--- src/rtl/demux4_fifo_pkg.sv ---
// rtl/demux4_fifo_pkg.sv - shared channel count, widths and select type for the 1:4 distributor
package demux4_fifo_pkg;

   localparam int WIDTH_DEFAULT = 32;
   localparam int DEPTH_DEFAULT = 2;
   localparam int NUM_CH        = 4;

   typedef logic [1:0] ch_sel_t;

   // One-hot channel strobe for a select value.
   function automatic logic [NUM_CH-1:0] sel_onehot(input ch_sel_t sel);
      logic [NUM_CH-1:0] oh;
      oh = '0;
      oh[sel] = 1'b1;
      return oh;
   endfunction

endpackage

--- src/rtl/demux4_fifo_fifo_sync.sv ---
// rtl/demux4_fifo_fifo_sync.sv - single-clock FIFO with registered count and flags
module fifo_sync #(
   parameter int WIDTH = 32,
   parameter int DEPTH = 2
) (
   input  logic                     clk,
   input  logic                     rst_n,
   input  logic                     flush,
   input  logic                     push,
   input  logic                     pop,
   input  logic [WIDTH-1:0]         wdata,
   output logic [WIDTH-1:0]         rdata,
   output logic [$clog2(DEPTH):0]   count,
   output logic                     full,
   output logic                     empty
);

   localparam int AW = $clog2(DEPTH);
   localparam int CW = AW + 1;

   logic [WIDTH-1:0] mem [DEPTH];
   logic [AW-1:0]    wptr;
   logic [AW-1:0]    rptr;
   logic             do_push;
   logic             do_pop;

   // Flush wins over both sides; a push into a full FIFO is refused even when it pops.
   assign do_push = push & ~full & ~flush;
   assign do_pop  = pop & ~empty & ~flush;

   always_ff @(posedge clk or negedge rst_n) begin
      if (!rst_n) begin
         wptr  <= '0;
         rptr  <= '0;
         count <= '0;
      end else if (flush) begin
         wptr  <= '0;
         rptr  <= '0;
         count <= '0;
      end else begin
         if (do_push) wptr <= wptr + AW'(1);
         if (do_pop)  rptr <= rptr + AW'(1);
         count <= count + CW'(do_push) - CW'(do_pop);
      end
   end

   // Storage is deliberately not reset.
   always_ff @(posedge clk) begin
      if (do_push) mem[wptr] <= wdata;
   end

   assign full  = (count == CW'(DEPTH));
   assign empty = (count == '0);
   assign rdata = empty ? '0 : mem[rptr];

endmodule

--- src/rtl/demux4_fifo.sv ---
// rtl/demux4_fifo.sv - registered 1:4 word distributor with a FIFO per output channel
module demux4_fifo
   import demux4_fifo_pkg::*;
#(
   parameter int WIDTH = WIDTH_DEFAULT,
   parameter int DEPTH = DEPTH_DEFAULT
) (
   input  logic                                   clk,
   input  logic                                   rst_n,
   input  logic                                   flush,
   input  logic                                   in_valid,
   input  ch_sel_t                                in_sel,
   input  logic [WIDTH-1:0]                       in_data,
   output logic                                   in_ready,
   output logic [NUM_CH-1:0]                      out_valid,
   output logic [NUM_CH*WIDTH-1:0]                out_data,
   input  logic [NUM_CH-1:0]                      out_ready,
   output logic [NUM_CH*($clog2(DEPTH)+1)-1:0]    occupancy
);

   localparam int OCC_W = $clog2(DEPTH) + 1;

   logic [NUM_CH-1:0] full_v;
   logic [NUM_CH-1:0] empty_v;
   logic [NUM_CH-1:0] push_v;

   // Ready looks only at the targeted channel's registered full flag, never at out_ready.
   assign in_ready = ~flush & ~full_v[in_sel];
   assign push_v   = (in_valid & in_ready) ? sel_onehot(in_sel) : '0;

   for (genvar k = 0; k < NUM_CH; k++) begin : g_ch
      fifo_sync #(
         .WIDTH (WIDTH),
         .DEPTH (DEPTH)
      ) u_fifo (
         .clk   (clk),
         .rst_n (rst_n),
         .flush (flush),
         .push  (push_v[k]),
         .pop   (out_ready[k]),
         .wdata (in_data),
         .rdata (out_data[k*WIDTH +: WIDTH]),
         .count (occupancy[k*OCC_W +: OCC_W]),
         .full  (full_v[k]),
         .empty (empty_v[k])
      );
      assign out_valid[k] = ~empty_v[k];
   end

endmodule

--- config.mk ---
export PLATFORM = sky130hd
export DESIGN_NAME = demux4_fifo
export DESIGN_NICKNAME = d
export VERILOG_FILES = /design/src/rtl/demux4_fifo_pkg.sv /design/src/rtl/demux4_fifo_fifo_sync.sv /design/src/rtl/demux4_fifo.sv
export SDC_FILE = /design/constraint.sdc
export NUM_CORES = 1
export LEC_CHECK = 0
export CAP_MARGIN = 20
export CORE_MARGIN = 10
export CORE_UTILIZATION = 45
export CTS_BUF_LIST = sky130_fd_sc_hd__clkbuf_8
export CTS_CLUSTER_SIZE = 25
export DETAILED_ROUTE_END_ITERATION = 10
export GPL_ROUTABILITY_DRIVEN = 0
export PLACE_DENSITY_LB_ADDON = 0.3
export SETUP_SLACK_MARGIN = 0.15
export SYNTH_ARGS = -nofsm -noshare
export SYNTH_HDL_FRONTEND = slang
export SYNTH_HIERARCHICAL = 1
export SYNTH_SLANG_ARGS = --single-unit
--- constraint.sdc ---
create_clock -name clk -period 3.66 [get_ports clk]
set_input_delay 0.549 -clock clk [delete_from_list [all_inputs] [get_ports clk]]
set_output_delay 0.549 -clock clk [all_outputs]
set_load 0.02 [all_outputs]
Word-level counts from Yosys, hierarchy flattened. Memories as Yosys holds them, arrays and structs flattened. Index checks and enable logic that the tools add are counted. Widths: inputs -> output; s select.

Register bits after elaboration: 16. Memory bits (writable): 256. Bits of input ports: 42. Output and inout port bits: 141. Logic and storage cells: 116. Memories: 4.

$add $sub $neg: 16. Order comparisons: 2. Equality and inequality tests: 4. Multiplexer cells: 37. Bitwise logic cells: 28. Reductions and logical operators: 13.

Memory list: g_ch[0].u_fifo.mem (words 2, bits a word 32, read ports 1, clocked after Yosys merged registers in 0, wr ports 1, line demux4_fifo_fifo_sync.sv:21) `logic [WIDTH-1:0] mem [DEPTH];`; g_ch[1].u_fifo.mem (words 2, bits a word 32, read ports 1, clocked after Yosys merged registers in 0, wr ports 1, line demux4_fifo_fifo_sync.sv:21); g_ch[2].u_fifo.mem (words 2, bits a word 32, read ports 1, clocked after Yosys merged registers in 0, wr ports 1, line demux4_fifo_fifo_sync.sv:21); g_ch[3].u_fifo.mem (words 2, bits a word 32, read ports 1, clocked after Yosys merged registers in 0, wr ports 1, line demux4_fifo_fifo_sync.sv:21).

Operator list (number): $mux 32 (4); $mux 1 (26); $and 1x1->1 (18); $reduce_bool 2->1 (8); $not 1->1 (10); $add 1x1->1 const B (8); $add 2x1->2 (4); $eq 2x2->1 const B (4); $logic_not 2->1 (4); $mux 2 (4); $sub 2x1->2 (4); $mux 4 (1); $lt 2x3->1 const B (1); $bmux 1 s2 (1); $demux 1 s2 (1); $ge 2x1->1 const B (1); $logic_and 1x1->1 (1).

Logic depth before layout (Yosys ltp). Gate-level depths: netlist of run 1.

Word-level depth: 12. Depth in mapped cells: 10. Mapped depth without buffers: 10.

By module. The synthesis of run 1 kept the hierarchy.

By module, submodules not included: fifo_sync (times used 4, cells an instance 160, area each 2692.6 um2, seq. area each 2021.9 um2); demux4_fifo (times used 1, cells an instance 12, area each 82.6 um2, seq. area each 0.0 um2).

Worst setup path before layout of run 1. No wires, ideal clock.

Path type: input -> register. Start: input in_sel[1]. End: memory g_ch[1].u_fifo.mem[0][0], enable pin. Setup time: 421 ps. Arrival: 2731 ps. Data required time: 3239 ps. Path slack: 508 ps. Stages on the path: 4. Buffers on the path: 0. Cells stage by stage: or3b_1 > nor3b_1 > nand3b_1 > nor2_1.

Word-level cells in the longest chain between the ends: 10. Elaborated cells between the ends (all ways): 15. Those cells by class: order compare: 2; mux: 7; bitwise: 5; reduce/logical: 1.

RTL lines: start, declared (line demux4_fifo.sv:12) `input ch_sel_t in_sel,`; parallel branches: the longest is 5 deep, another holds $lt 2x3->1; $mux 4 (*) (line demux4_fifo.sv:29) `assign push_v = (in_valid & in_ready) ? sel_onehot(in_sel) : '0;`; named net push_v[1] (line demux4_fifo.sv:25) `logic [NUM_CH-1:0] push_v;`; $and 1x1->1 (*) (2 in a row) (line demux4_fifo_fifo_sync.sv:28) `assign do_push = push & ~full & ~flush;`; $mux 1 (*) (line demux4_fifo_fifo_sync.sv:49) `if (do_push) mem[wptr] <= wdata;`; $mux 1 (not written as such) (*) (line demux4_fifo_fifo_sync.sv:49); end, declared (line demux4_fifo_fifo_sync.sv:21).

Mark *: on every way through the listed nets, which the timed path passes. The select of a mux whose other input is x is not followed.

Final worst setup path of run 1.
Start: register g_ch[3].u_fifo.count[1]. End: output out_data[120].

Word-level cells in the longest chain between the ends: 2.

RTL lines: start, declared (line demux4_fifo_fifo_sync.sv:13) `output logic [$clog2(DEPTH):0] count,`; start signal, assigned (line demux4_fifo_fifo_sync.sv:43) `count <= count + CW'(do_push) - CW'(do_pop);`; $logic_not 2->1 (line demux4_fifo_fifo_sync.sv:53) `assign empty = (count == '0);`; named net empty_v[3] (line demux4_fifo.sv:24) `logic [NUM_CH-1:0] empty_v;`; $mux 32 (line demux4_fifo_fifo_sync.sv:54) `assign rdata = empty ? '0 : mem[rptr];`; end, declared (line demux4_fifo.sv:16) `output logic [NUM_CH*WIDTH-1:0] out_data,`.

The timed path passes the listed nets, and every way through them passes these cells.

==> results.toml, run 1 <==
[die]
die_h_um = 175
rows = 56
die_area_um2 = 30700
num_io_pins = 183
initial_core_util_pct = 46.0
die_x_um = 175
coreArea_um2 = 23600

[drt]
dr.first_iter.drc_count = 333
drt-vias-per-instance = 4.90
vias = 6032
wl_um = 25300
drcViolationCount = 0
antenna_left = 0
wire_per_inst_um = 20.5
first_pass_iters = 4

[pwr]
p_int_mw = 4.89
leakage_nw = 4.59
p_switching_mw = 1.45
total_power_mw = 6.33
powerDensity_nw_per_um2 = 456
seqPwrFrac_pct = 54.6
irDropWorstVdd_v = 0.000298
pwr-share-comb_pct = 7.2
p_clk_share_pct = 38.1
swShare_pct = 22.9

[cts]
clock_path_buffers = 3
path_clk_slew_ns = 0.07
postCtsSetupRepairBufs = 0
clock-sinks = 272
clk_root_buffer_cell = "clkbuf_8"
cts_buffers = 45
cts_tree = "yes"
hold_buffers = 0
clkLatencyLatePin_ns = 0.54
h-tree-depth = 2
post_cts_resize_count = 0

[worst_setup_path]
crit_family = "simple AND/OR/NAND/NOR gates"
crit_path_end_kind = "output port"
startpoint_type = "register"
critical_path_class = "register to output port"
crit_required_ns = 3.11
r2r_cells = 10
cp.depth = 3
cp_max_fo = 33
critPathArrivalTime_ns = 2.63
path_cells = "nor2_4, nor2_1, clkdlybuf4s50_1"
cp_slowest_stage_delay_ns = 0.78
slowest_stage = "nor2_4"
cp_num_buf_inv = 1

[final_layout]
area_growth_pct = 27.9
nNetsFinal = 926
drive_gt1_share_pct = 11.9

[logic_synthesis]
synth_top_area_share_pct = 70.8
yosysMostFrequentCell = "edfxtp_1"
ys_top_cells_by_count = "256 x edfxtp_1, 149 x nor2_1, 128 x mux2i_1"
synth_cell_types = 22
syn_nets = 702
synth_edf_count = 256
yosysSeqAreaShare_pct = 74.5
synth.largest_area_cell = "edfxtp_1"
syn_inst = 652
ys_ff_latch = 272
yosys_warnings = 6
synth.avg_cell_area_um2 = 16.6
yosys_most_used_dff = "edfxtp_1"
synth_area_leaders = "edfxtp_1 71%, mux2i_1 12%, nor2_1 5.2%"
syn_area_um2 = 10900
ys_async_sr_fraction_pct = 5.88

[global_routing]
grt_start_max_net_pins = 34
grt_pass1_wl_um = 38200
use_met2_pct = 27.0
met1_usage_pct = 19.9
busiest_layer = "met2"
grtUsageMet3_pct = 5.43
grt_usage_pct = 16.1
antenna_found_initial = 1
grt_overflow = 0
grt_pass1_vias = 6399

[job]
max_cap_violations = 0

[sta]
fin_skew_ns = 0.0203
hold_viol_final = 0
finalSetupTns_ns = 0
rsz0062_at_grt = "no"
fin_crit_sh_pct = 86.8
setup_viol = 0
fmaxAchievable_mhz = 315
slew_viol_final = 0
tightest_slew_ns = 0.959
slew_headroom_pct = 35.9
fin_crit_ns = 3.18

[place]
portBuffers = 182
hpwl_um = 16500

[hold_path]
hp-class = "primary input to asynchronous set/reset pin"

[status]
outcome = "complete, no violations"
## placed cells by master (no fill, tap or decap), types with 4 or more instances in the layout
cell type,instances
clkbuf_8,46
buf_4,15
clkdlybuf4s50_1,182
buf_12,8
nand3b_1,5
xor2_1,8
a211oi_1,4
o21ai_1,4
ha_1,8
nor2_1,141
nor3_1,6
edfxtp_1,256
inv_1,25
clkinv_2,9
nand2b_2,4
nor2_4,12
mux2i_1,128
dfrtp_1,12
o21bai_2,4
clkinv_1,13
and2_1,4
dfrtp_2,4
nor2b_1,4
## cell type report
class | count | area [um2]
clock buffer | 46 | 633
tap | 319 | 399
sequential | 272 | 8090
fill | 1849 | 9730
antenna | 1 | 2.50
inverter | 16 | 60.1
timing repair buffer | 205 | 2090
clock inverter | 36 | 193
multi-input combinational | 336 | 2410
## layer usage
metal / routed length [um] / share of wire [%]
met5: 0 / 0
met4: 325 / 1.3
met3: 1990 / 7.9
met2: 12100 / 48
met1: 10900 / 43
## worst register-to-register path: stages, from the launching register on
cell      delay [ns]
dfrtp_1         0.47
nand2b_2        0.19
inv_1           0.06
nor3_1          0.26
nand3b_1        0.30
ha_1            0.37
inv_1           0.04
ha_1            0.17
xor2_1          0.15
and2_1          0.16
nor3_1          0.13
## cell families (layout without fill, tap and decap cells)
family / Yosys count / count (layout) / synth area share [%]
other: 0 / 1 / 0
AND/OR/NAND/NOR: 179 / 179 / 7.01
AO/OA/AOI/OAI: 12 / 12 / 0.876
adder cells (fa/ha/maj): 8 / 8 / 0.922
XOR/XNOR: 8 / 8 / 0.646
buffers and inverters: 44 / 303 / 4.01
flip-flops: 272 / 272 / 74.5
multiplexers: 129 / 129 / 12.0
## state kept, by name, indices dropped and copies added (netlist names)
name	count
g_ch.u_fifo/mem	256
g_ch.u_fifo/rptr	4
g_ch.u_fifo/wptr	4
g_ch.u_fifo/count	8
## path summary, 6_finish.rpt
check	from	end	slack [ns]
worst max-delay path	g_ch[3].u_fifo/count[1]	out_data[120]	0.48
worst min-delay path	rst_n	g_ch[0].u_fifo/count[0]	0.48
worst max register to register	g_ch[2].u_fifo/count[0]	g_ch[2].u_fifo/count[1]	1.27
worst min register to register	g_ch[0].u_fifo/wptr	g_ch[0].u_fifo/wptr	0.53
max in group asynchronous	rst_n	g_ch[0].u_fifo/rptr	2.61
min in group clk	g_ch[0].u_fifo/wptr	g_ch[0].u_fifo/wptr	0.53
## stage by stage
step	util, %	cells	setup WS [ns]	instance area (um2)	hold slack [ns]
global route	58.8	1230	0.317	13900	0.532
floorplan	-	652	0.508	10900	0.253
CTS	58.8	1230	0.424	13900	0.503
global placement	55.3	1148	0.797	13100	0.520
finish	58.8	1231	0.484	13900	0.477
detailed placement	55.3	1148	0.787	13100	0.529
## power groups by stage
stage	logic (mW)	registers, mW	clock network, mW
2_1_floorplan	0.240	3.51	0
3_3_place_gp	0.456	3.52	0
3_5_place_dp	0.463	3.52	0
4_1_cts	0.465	3.46	2.49
5_1_grt	0.492	3.46	2.65
6_report	0.458	3.46	2.41
No activity file was read; power rests on OpenSTA's default activity.
==> inputs of run 2 (changes only) <==
- clock period: 3.66 -> 3.97 ns (I/O delays scaled with it)
==> run 2 against run 1 <==
Net effect:
- first-iteration DRC count rose by 11%
- via count up 0.17%
- non-clock buffer count shrank 5
- clock power fell by 16%
- highest routed layer is now met5
- final cell count shrank 1.6%
- largest cell class unchanged
==> results.toml, run 2 (synthesis gave the netlist of run 1 again) <==
[drt]
first_pass_iters = 5
vias = 6042
drt-vias-per-instance = 4.99
wire_per_inst_um = 20.5
antenna_left = 0
wl_um = 24800
drcViolationCount = 0
dr.first_iter.drc_count = 369

[global_routing]
grt_pass1_vias = 6483
antenna_found_initial = 1
grt_overflow = 0
grt_pass1_wl_um = 38200
grt_usage_pct = 16.0
grt_start_max_net_pins = 34

[final_layout]
regMostFlops = "g_ch.u_fifo/mem"
nNetsFinal = 919
area_growth_pct = 25.6
final_common_cell = "edfxtp_1"
reg_top3 = "g_ch.u_fifo/mem (256), g_ch.u_fifo/count (8)"
finish.utilization_pct = 57.7
final_cell_mix = "256 x edfxtp_1, 182 x clkdlybuf4s50_1, 141 x nor2_1"
final_area_um2 = 13600
largest_reg_flops = 256
drive_gt1_share_pct = 10.3
final_cells = 1211
antenna_cells = 0
fill_cells = 1843

[pwr]
leakage_nw = 4.51
irDropWorstVdd_v = 0.000238
powerDensity_nw_per_um2 = 413

[cts]
post_cts_resize_count = 0
h-tree-depth = 2
clock_path_buffers = 3
path_clk_slew_ns = 0.06
clk_root_buffer_cell = "clkbuf_8"
postCtsSetupRepairBufs = 0
hold_buffers = 0
cts_tree = "yes"
cts_buffers = 43
clock-sinks = 272
clkLatencyLatePin_ns = 0.53

[place]
hpwl_um = 16300
dp_cells = 1143
portBuffers = 182
placed_area_um2 = 12900

[sta]
hold_ws_ns = 0.502
fin_crit_sh_pct = 83.6
slew_viol_final = 0
hold_viol_final = 0
setup_viol = 0
finalSetupTns_ns = 0
rsz0062_at_grt = "no"
fmaxAchievable_mhz = 301
fin_crit_ns = 3.32
fin_skew_ns = 0.0142
tightest_slew_ns = 0.963
slew_headroom_pct = 35.6

[die]
rows = 56
die_area_um2 = 30700
num_io_pins = 183
die_h_um = 175
coreArea_um2 = 23600
initial_core_util_pct = 46.0
die_x_um = 175

[worst_setup_path]
critical_path_class = "register to output port"
cp_max_fo = 30
crit_required_ns = 3.37
crit_path_end_kind = "output port"
critPathArrivalTime_ns = 2.72
startpoint_type = "register"

[job]
max_cap_violations = 0

[hold_path]
hp-class = "primary input to asynchronous set/reset pin"

[status]
outcome = "complete, no violations"
run 2: cell types whose count changed in the layout (fill, tap and decap cells not counted), sizes merged:
cell      delta
clkinv      -14
inv          +5
bufinv       -1
buf          -5
diode        -1
clkinvlp     -2
clkbuf       -2
run 2: report_power, final:
part           total (mW)  internal, mW  switching, mW
logic               0.410         0.179          0.231
clock network        2.02          1.02           1.00
registers            3.19          3.16         0.0298
total                5.62          4.36           1.26
run 2: worst paths after layout:
check	from	to	slack [ns]	cells past startpoint
worst max-delay path	g_ch[2].u_fifo/rptr	out_data[68]	0.65	4
worst min-delay path	rst_n	g_ch[0].u_fifo/wptr	0.50	1
max in group asynchronous	rst_n	g_ch[3].u_fifo/rptr	2.95	1
worst max register to register	g_ch[3].u_fifo/count[0]	g_ch[3].u_fifo/count[1]	1.43	10
min in group clk	g_ch[3].u_fifo/wptr	g_ch[3].u_fifo/wptr	0.54	1
worst min register to register	g_ch[3].u_fifo/wptr	g_ch[3].u_fifo/wptr	0.54	1
run 2: layout make-up:
class	count	area, um2	area share [%]
inverters	16	60.1	0.441
flip-flops and latches	272	8090	59.4
clock inverters	24	104	0.762
clock buffers	44	606	4.44
repair buffers	200	1960	14.4
multi-input cells	336	2410	17.7
well taps	319	399	2.93
run 2: through the flow:
step	setup slack (ns)	total power, mW
3_3_place_gp	0.853	3.66
4_1_cts	0.618	5.69
6_report	0.652	5.62
2_1_floorplan	0.771	3.46
3_5_place_dp	0.738	3.67
5_1_grt	0.507	5.83
run 2: layer usage:
metal | share of wire (%) | vias to the layer above | global-route usage [%]
met5 | 0.048 | - | 0
met4 | 2.1 | 2 | 5.12
met3 | 6.6 | 49 | 4.74
met2 | 48 | 207 | 26.4
met1 | 43 | 2969 | 19.8
li1 | - | 2815 | -
run 2: worst max-delay path, cell delays in order, from the launching register on:
cell and delay (ns):
dfrtp_2 0.97, buf_4 0.29, mux2i_1 0.08, nor2_1 0.18
clkdlybuf4s50_1 0.66
